===== src/rtl/imem_loader.sv =====
// imem_loader
//   Boot-time loader that fills the CPU instruction and data memories from
//   a byte stream, keeps the pipelined CPU in reset while loading, and
//   releases it on a RUN command.
//
//   Stream commands (only recognised in IDLE):
//     0xA1 count addr payload  -> IMEM load, 4*(count+1) bytes, LE words
//     0xA2 count addr payload  -> DMEM load, count+1 bytes
//     0xA3                     -> RUN (CPU out of reset until 0xA4)
//     anything else            -> dropped, sets the sticky err flag
//
// Ports
//   clk, rst              clock (rising edge), async active-high reset
//   in_valid, in_data     stream byte and its valid
//   in_ready              registered, 1 from the first edge after reset
//   imem_we/addr/wdata    instruction-memory word write port
//   dmem_we/addr/wdata    data-memory byte write port
//   cpu_rst_n             CPU reset, low everywhere except in RUN
//   err                   sticky unknown-command flag
module imem_loader #(
  parameter int IMEM_AW = 8,
  parameter int DMEM_AW = 5
) (
  input  logic               clk,
  input  logic               rst,
  input  logic               in_valid,
  input  logic [7:0]         in_data,
  output logic               in_ready,
  output logic               imem_we,
  output logic [IMEM_AW-1:0] imem_addr,
  output logic [31:0]        imem_wdata,
  output logic               dmem_we,
  output logic [DMEM_AW-1:0] dmem_addr,
  output logic [7:0]         dmem_wdata,
  output logic               cpu_rst_n,
  output logic               err
);

  localparam logic [7:0] CMD_IMEM = 8'hA1;
  localparam logic [7:0] CMD_DMEM = 8'hA2;
  localparam logic [7:0] CMD_RUN  = 8'hA3;
  localparam logic [7:0] CMD_HALT = 8'hA4;

  typedef enum logic [2:0] {
    S_IDLE,
    S_CNT,
    S_ADDR,
    S_DATA,
    S_RUN
  } state_t;

  state_t             state_q, state_d;
  logic               is_imem_q, is_imem_d;
  logic [8:0]         remain_q, remain_d;
  logic [1:0]         lane_q, lane_d;
  logic [23:0]        part_q, part_d;
  logic [IMEM_AW-1:0] iaddr_next_q, iaddr_next_d;
  logic [DMEM_AW-1:0] daddr_next_q, daddr_next_d;

  logic               imem_we_d;
  logic [IMEM_AW-1:0] imem_addr_d;
  logic [31:0]        imem_wdata_d;
  logic               dmem_we_d;
  logic [DMEM_AW-1:0] dmem_addr_d;
  logic [7:0]         dmem_wdata_d;
  logic               err_d;

  logic xfer;
  assign xfer = in_valid & in_ready;

  // Every output is a register so strobes, addresses and data line up in
  // the cycle after the accepting edge; a reset drops everything at once,
  // discarding any partially assembled word.
  always_ff @(posedge clk or posedge rst) begin
    if (rst) begin
      state_q      <= S_IDLE;
      is_imem_q    <= 1'b0;
      remain_q     <= '0;
      lane_q       <= '0;
      part_q       <= '0;
      iaddr_next_q <= '0;
      daddr_next_q <= '0;
      in_ready     <= 1'b0;
      imem_we      <= 1'b0;
      imem_addr    <= '0;
      imem_wdata   <= '0;
      dmem_we      <= 1'b0;
      dmem_addr    <= '0;
      dmem_wdata   <= '0;
      cpu_rst_n    <= 1'b0;
      err          <= 1'b0;
    end else begin
      state_q      <= state_d;
      is_imem_q    <= is_imem_d;
      remain_q     <= remain_d;
      lane_q       <= lane_d;
      part_q       <= part_d;
      iaddr_next_q <= iaddr_next_d;
      daddr_next_q <= daddr_next_d;
      in_ready     <= 1'b1;
      imem_we      <= imem_we_d;
      imem_addr    <= imem_addr_d;
      imem_wdata   <= imem_wdata_d;
      dmem_we      <= dmem_we_d;
      dmem_addr    <= dmem_addr_d;
      dmem_wdata   <= dmem_wdata_d;
      cpu_rst_n    <= (state_d == S_RUN);
      err          <= err_d;
    end
  end

  // Next-state and datapath. Everything holds unless a byte is transferred;
  // strobes default low so each write is a single-cycle pulse.
  always_comb begin
    state_d      = state_q;
    is_imem_d    = is_imem_q;
    remain_d     = remain_q;
    lane_d       = lane_q;
    part_d       = part_q;
    iaddr_next_d = iaddr_next_q;
    daddr_next_d = daddr_next_q;
    imem_we_d    = 1'b0;
    imem_addr_d  = imem_addr;
    imem_wdata_d = imem_wdata;
    dmem_we_d    = 1'b0;
    dmem_addr_d  = dmem_addr;
    dmem_wdata_d = dmem_wdata;
    err_d        = err;

    if (xfer) begin
      unique case (state_q)
        S_IDLE: begin
          if (in_data == CMD_IMEM) begin
            is_imem_d = 1'b1;
            state_d   = S_CNT;
          end else if (in_data == CMD_DMEM) begin
            is_imem_d = 1'b0;
            state_d   = S_CNT;
          end else if (in_data == CMD_RUN) begin
            state_d = S_RUN;
          end else begin
            err_d = 1'b1;
          end
        end

        // Count byte C means C+1 items (words or bytes), so 1..256 fits 9 bits.
        S_CNT: begin
          remain_d = {1'b0, in_data} + 9'd1;
          state_d  = S_ADDR;
        end

        // Start address; upper byte bits beyond the memory width are dropped.
        S_ADDR: begin
          if (is_imem_q) begin
            iaddr_next_d = IMEM_AW'(in_data);
          end else begin
            daddr_next_d = DMEM_AW'(in_data);
          end
          lane_d  = 2'd0;
          state_d = S_DATA;
        end

        S_DATA: begin
          if (is_imem_q) begin
            lane_d = lane_q + 2'd1;
            unique case (lane_q)
              2'd0: part_d[7:0]   = in_data;
              2'd1: part_d[15:8]  = in_data;
              2'd2: part_d[23:16] = in_data;
              default: begin
                imem_we_d    = 1'b1;
                imem_addr_d  = iaddr_next_q;
                imem_wdata_d = {in_data, part_q};
                iaddr_next_d = iaddr_next_q + IMEM_AW'(1);
                remain_d     = remain_q - 9'd1;
                if (remain_q == 9'd1) state_d = S_IDLE;
              end
            endcase
          end else begin
            dmem_we_d    = 1'b1;
            dmem_addr_d  = daddr_next_q;
            dmem_wdata_d = in_data;
            daddr_next_d = daddr_next_q + DMEM_AW'(1);
            remain_d     = remain_q - 9'd1;
            if (remain_q == 9'd1) state_d = S_IDLE;
          end
        end

        // CPU runs; every byte is swallowed except HALT.
        S_RUN: begin
          if (in_data == CMD_HALT) state_d = S_IDLE;
        end

        default: state_d = S_IDLE;
      endcase
    end
  end

endmodule

===== config.mk =====
export PLATFORM = sky130hd
export DESIGN_NAME = imem_loader
export DESIGN_NICKNAME = d
export VERILOG_FILES = /design/src/rtl/imem_loader.sv
export SDC_FILE = /design/constraint.sdc
export NUM_CORES = 1
export LEC_CHECK = 0
export CAP_MARGIN = 20
export CORE_ASPECT_RATIO = 0.75
export CORE_UTILIZATION = 40
export DETAILED_ROUTE_END_ITERATION = 6
export HOLD_SLACK_MARGIN = 0.1
export PLACE_DENSITY = 0.73
export SLEW_MARGIN = 30
export SYNTH_ARGS = -nofsm -noshare
export SYNTH_HDL_FRONTEND = slang
export SYNTH_SLANG_ARGS = --single-unit

===== constraint.sdc =====
create_clock -name clk -period 3.08 [get_ports clk]
set_input_delay 0.462 -clock clk [delete_from_list [all_inputs] [get_ports clk]]
set_output_delay 0.462 -clock clk [all_outputs]
set_load 0.1 [all_outputs]

==> flow_metrics.py, run 1 <==
metrics = {
    "sta": {
        "post-route-period-util_pct": 73.5,
        "max_freq_mhz": 442,
        "relSlewSlack_pct": 35.8,
        "clock_skew_ns": 0.00684,
        "maxSlewViolCount": 0,
        "setup_slack_ns": 0.815,
        "rsz0062_at_grt": "false",
        "period_needed_ns": 2.26,
        "worst_pin_slew_ns": 0.961,
        "setup_viol": 0,
        "tns_ns": 0,
        "finalHoldViolCount": 0,
    },
    "yosys": {
        "synthFlopType": "dfrtp_1",
        "syn_inst": 407,
        "synth_seq_area_share_pct": 53.4,
        "netlist_area_um2": 5150,
        "yosys-top-cells-area": "dfrtp_1 (53%), mux2_4 (11%), mux2_2 (8.1%)",
        "yosysWarnings": 0,
        "mappedNetlistNets": 430,
        "synth_edf_count": 0,
        "yosysTopAreaCellShare_pct": 53.4,
        "yosys.area.top_type": "dfrtp_1",
        "synth-async-reset-ratio_pct": 100,
        "yosys_register_bits": 110,
        "syn_area_per_cell_um2": 12.7,
        "synthDistinctLibCells": 56,
    },
    "critical_path": {
        "cp-start-kind": "input pin",
        "critPathCaptureType": "flip-flop",
        "cp_data_required_time_ns": 3.32,
        "path_class": "in2reg",
        "arrival_ns": 2.50,
        "worstPathMaxFanout": 15,
    },
    "place": {
        "place_congestion": 0.870,
        "hpwlAfterDp_um": 8060,
        "place_ws_ns": 0.456,
        "portBuffers": 68,
    },
    "grt": {
        "grt_usage_pct": 18.9,
        "grt_pass1_wl_um": 19300,
        "antenna_found_initial": 0,
        "grt_max_degree": 56,
        "first_global_vias": 3565,
        "grt_overflow": 0,
    },
    "finish": {
        "layout.nets": 500,
        "final_common_cell": "dfrtp_1",
        "num_antenna_cells": 0,
        "drive_above_1_share_pct": 36.3,
        "final_cell_mix": "dfrtp_1 (110), buf_4 (72), mux2_4 (39)",
        "postLayoutCoreUtil_pct": 49.8,
        "nFillCells": 1085,
        "area_growth_pct": 20.1,
    },
    "cts": {
        "root_buffer": "clkbuf_16",
        "htreeDepth": 3,
        "ctsHoldBuffers": 0,
        "clk_latency_ns": 0.35,
        "cts_setup_buffers": 0,
        "cts_max_path_buffers": 2,
        "clkSlewWorstSetupHoldPaths_ns": 0.07,
        "cts.sinks": 110,
        "cts_resized": 0,
        "cts-buffers-inserted": 9,
        "cts_tree": "done",
    },
    "floorplan": {
        "die_w_um": 133,
        "rows": 35,
        "start_util_pct": 41.4,
        "fp.dieH_um": 100,
        "core_um2": 12400,
        "die_area_um2": 13300,
        "pin_count": 69,
    },
    "job": {
        "cap_violations": 0,
    },
    "drt": {
        "route.detailed.drc": 0,
        "viasPerCell": 5.45,
        "first_pass_iters": 5,
        "wl_per_cell_um": 18.0,
        "num_vias": 3532,
        "drtIter0Drc": 264,
        "wirelength_um": 11700,
        "ant_nets": 0,
    },
    "pwr": {
        "total_power_w": 0.00375,
        "p_leak_nw": 3.06,
        "ir_worst_vdd_v": 0.000415,
        "power.density_nw_per_um2": 606,
    },
    "worst_hold_path": {
        "hold_class": "reg2reg",
    },
    "status": {
        "status": "finished clean",
    },
}
## through the flow
step                hold WS (ns)  instance area (um^2)  instances
floorplan                  0.472                  5160        407
global placement           0.475                  5890        632
detailed placement         0.478                  5890        632
CTS                        0.495                  6190        648
global route               0.525                  6190        648
finish                     0.491                  6190        648
## registers in the layout (all words and copies together) (netlist names), 3 cells and up
| register | flops |
|---|---|
| dmem_addr | 5 |
| daddr_next_q | 5 |
| remain_q | 9 |
| dmem_wdata | 8 |
| part_q | 24 |
| imem_addr | 8 |
| iaddr_next_q | 8 |
| imem_wdata | 32 |
| state_q | 3 |
## power breakdown
part | total (W) | internal, W | switching [W]
registers | 0.00167 | 0.00156 | 0.000105
clock network | 0.00115 | 0.000592 | 0.000560
logic | 0.000934 | 0.000247 | 0.000686
total | 0.00375 | 0.00240 | 0.00135
## worst max-delay path, stage by stage
cell,delay [ns]
clkdlybuf4s50_1,0.57
nand2_1,0.21
or3_1,0.56
nor2_8,0.31
mux2_2,0.38
## routing by layer
layer  vias to the layer above  share of wire, %  global-route usage, %
met5                         -                 0                      0
met4                         0               1.4                   5.13
met3                        16               6.4                   4.90
met2                       125                44                   28.6
met1                      1778                48                   26.7
li1                       1613                 -                      -
## synthesized netlist by cell type (all sizes together) (2+ instances only)
cell	instances
a21oi	17
nand3	7
o22ai	3
a31o	2
o21ai	22
nand2	23
nor4b	2
nor2	17
nand4	5
mux2	77
buf	8
o21bai	2
nor3b	4
or3	4
clkbuf	16
a31oi	6
inv	12
ha	12
a22o	3
and4	3
nor4	4
and2	3
a211oi	3
o2bb2ai	3
o311ai	3
a2bb2oi	2
and3b	2
xnor2	3
nor3	9
o2111ai	2
dfrtp	110
## kinds of logic (layout without fill, tap and decap cells)
group                      after synthesis  count (layout)  share of synthesized area (%)
AOI/OAI and AO/OA                       74              74                           9.54
xor gates and xnor gates                 4               4                          0.680
adders and majority gates               12              12                           2.91
buffers and inverters                   36             111                           3.54
DFF                                    110             110                           53.4
muxes                                   77              77                           19.7
other                                    1               1                         0.0728
and+or+nand+nor                         93              93                           10.2
## path summary, 6_finish.rpt
path / from / end / slack, ns / cells after the start
min in group asynchronous: rst / imem_wdata[28] / 0.58 / 2
max: in_valid / dmem_wdata[5] / 0.82 / 5
max reg2reg: lane_q[0] / imem_wdata[23] / 0.99 / 6
min reg2reg: dmem_addr[4] / dmem_addr[4] / 0.49 / 1
max in group asynchronous: rst / iaddr_next_q[0] / 1.74 / 3
min: dmem_addr[4] / dmem_addr[4] / 0.49 / 1
## final cells by class
class | count | area, um^2 | share of cell area, %
flip-flops and latches | 110 | 2750 | 44.5
multi-input cells | 261 | 2220 | 35.8
repair buffers | 83 | 661 | 10.7
clock buffers | 10 | 239 | 3.86
well taps | 166 | 208 | 3.35
clock inverters | 6 | 63.8 | 1.03
inverters | 12 | 48.8 | 0.788
No activity file was read; power rests on OpenSTA's default activity.
==> run 2: changes to the inputs <==
--- a/config.mk
+++ b/config.mk
@@ -10,7 +10,7 @@
 export CORE_UTILIZATION = 40
 export DETAILED_ROUTE_END_ITERATION = 6
 export HOLD_SLACK_MARGIN = 0.1
-export PLACE_DENSITY = 0.73
+export PLACE_DENSITY = 0.71
 export SLEW_MARGIN = 30
 export SYNTH_ARGS = -nofsm -noshare
 export SYNTH_HDL_FRONTEND = slang
==> constraint.sdc (replaced) <==
create_clock -name clk -period 2.15 [get_ports clk]
set_input_delay 0.3225 -clock clk [delete_from_list [all_inputs] [get_ports clk]]
set_output_delay 0.3225 -clock clk [all_outputs]
set_load 0.1 [all_outputs]
==> run 2 against run 1 <==
Effect of this change: clock skew rose by 0.0042 ns; sequential power rose by 43%; sequential cell count did not move; global-route usage rose by 0.22 points; total power rose by 43%; clock power rose by 42%.
==> flow_metrics.py, run 2 (synthesized netlist as in run 1, its figures left out) <==
metrics = {
    "cts": {
        "cts_setup_buffers": 0,
        "cts_resized": 0,
        "cts-buffers-inserted": 9,
        "cts.sinks": 110,
        "clk_latency_ns": 0.35,
        "cts_tree": "done",
        "clkSlewWorstSetupHoldPaths_ns": 0.07,
        "ctsHoldBuffers": 0,
        "cts_max_path_buffers": 2,
        "htreeDepth": 3,
        "root_buffer": "clkbuf_16",
    },
    "drt": {
        "viasPerCell": 5.42,
        "route.detailed.drc": 0,
        "first_pass_iters": 5,
        "drtIter0Drc": 333,
        "wl_per_cell_um": 17.8,
        "num_vias": 3599,
        "wirelength_um": 11800,
        "ant_nets": 0,
    },
    "grt": {
        "antenna_found_initial": 0,
        "grt_pass1_wl_um": 19500,
        "grt_overflow": 0,
        "grt_usage_pct": 19.1,
        "first_global_vias": 3569,
        "grt_max_degree": 42,
    },
    "critical_path": {
        "worstRegToRegCells": 6,
        "worstPathMaxFanout": 41,
        "arrival_ns": 2.24,
        "critPathCaptureType": "flip-flop",
        "path_class": "reg2reg",
        "cp_data_required_time_ns": 2.38,
        "cp-start-kind": "flip-flop",
    },
    "floorplan": {
        "fp.dieH_um": 100,
        "start_util_pct": 41.4,
        "pin_count": 69,
        "die_area_um2": 13300,
        "core_um2": 12400,
        "rows": 35,
        "die_w_um": 133,
    },
    "sta": {
        "max_freq_mhz": 497,
        "worst_pin_slew_ns": 0.644,
        "period_needed_ns": 2.01,
        "setup_viol": 0,
        "post-route-period-util_pct": 93.5,
        "finalHoldViolCount": 0,
        "relSlewSlack_pct": 57.0,
        "maxSlewViolCount": 0,
        "clock_skew_ns": 0.0110,
        "hold_ws_ns": 0.415,
        "rsz0062_at_grt": "false",
    },
    "place": {
        "portBuffers": 68,
        "placed_cells": 648,
        "hpwlAfterDp_um": 8350,
        "post_dp_cell_area_um2": 6050,
        "place_congestion": 0.889,
    },
    "status": {
        "status": "finished clean",
    },
    "finish": {
        "final_cell_mix": "dfrtp_1 (109), buf_4 (85), mux2_4 (39)",
        "reg_top3": "imem_wdata x32, part_q x24, remain_q x9",
        "largest_reg_flops": 32,
        "num_antenna_cells": 0,
        "area_growth_pct": 23.1,
        "final_common_cell": "dfrtp_1",
        "layout.nets": 516,
        "ff_latch_area_um2": 2750,
        "multi_input_area_um2": 2220,
        "fin_area_um2": 6340,
        "drive_above_1_share_pct": 38.8,
        "nFillCells": 1092,
        "top_register": "imem_wdata",
        "fin_cells": 664,
    },
    "pwr": {
        "total_power_w": 0.00538,
        "p_leak_nw": 3.14,
        "power_frac_clock_pct": 30.2,
        "p_int_w": 0.00345,
        "p_comb_share_pct": 25.4,
        "switchingPower_w": 0.00192,
        "ir_worst_vdd_v": 0.000566,
        "p_seq_share_pct": 44.4,
        "power.density_nw_per_um2": 848,
        "switching_share_pct": 35.8,
    },
    "job": {
        "cap_violations": 0,
    },
    "worst_hold_path": {
        "hold_class": "in2async",
    },
}
run 2: changes by cell type in the layout (fill, tap and decap cells not counted), moves of 2 or more:
cell / change
buf_4: +13
buf_12: +3
inv_6: +2
inv_8: -2
run 2: final timing paths:
kind	startpoint	endpoint	slack (ns)
min in group clk	err	err	0.50
worst min-delay path	rst	part_q[12]	0.42
max in group asynchronous	rst	remain_q[7]	1.19
worst max register to register	lane_q[0]	imem_wdata[17]	0.14
worst min register to register	err	err	0.50
worst max-delay path	lane_q[0]	imem_wdata[17]	0.14
run 2: power groups by stage:
stage / clock [W] / combinational (W) / sequential (W)
after floorplan: 0 / 0.000438 / 0.00298
after global placement: 0 / 0.00134 / 0.00242
after detailed placement: 0 / 0.00137 / 0.00243
after CTS: 0.00167 / 0.00137 / 0.00239
after global routing: 0.00176 / 0.00145 / 0.00242
final: 0.00163 / 0.00137 / 0.00239
run 2: cell type report:
| type | instances | area share [%] |
|---|---|---|
| multi-input combinational | 261 | 35.0 |
| inverter | 12 | 0.769 |
| timing repair buffer | 99 | 12.9 |
| tap | 166 | 3.27 |
| clock buffer | 10 | 3.77 |
| sequential | 110 | 43.4 |
| clock inverter | 6 | 0.868 |
run 2: critical path, stage by stage, from the launching register on:
cell and delay [ns]:
dfrtp_1 0.41, ha_1 0.25, inv_1 0.11, a2111oi_4 0.44, nand2_2 0.11, buf_12 0.22
mux2_4 0.32
run 2: per-layer routing:
| metal | GRT usage [%] | vias to the layer above | routed length [um] |
|---|---|---|---|
| met5 | 0 | - | 0 |
| met4 | 6.19 | 0 | 153 |
| met2 | 28.7 | 111 | 5280 |
| li1 | - | 1655 | - |
| met3 | 3.79 | 15 | 576 |
| met1 | 27.6 | 1818 | 5780 |
run 2: stage by stage:
step	TNS [ns]	setup slack [ns]	utilization (%)
after floorplan	0	0.0329	-
after global placement	-0.137	-0.0126	48.6
after detailed placement	-1.43	-0.0732	48.6
after CTS	0	0.131	51.0
after global routing	0	0.0385	51.0
final	0	0.139	51.0
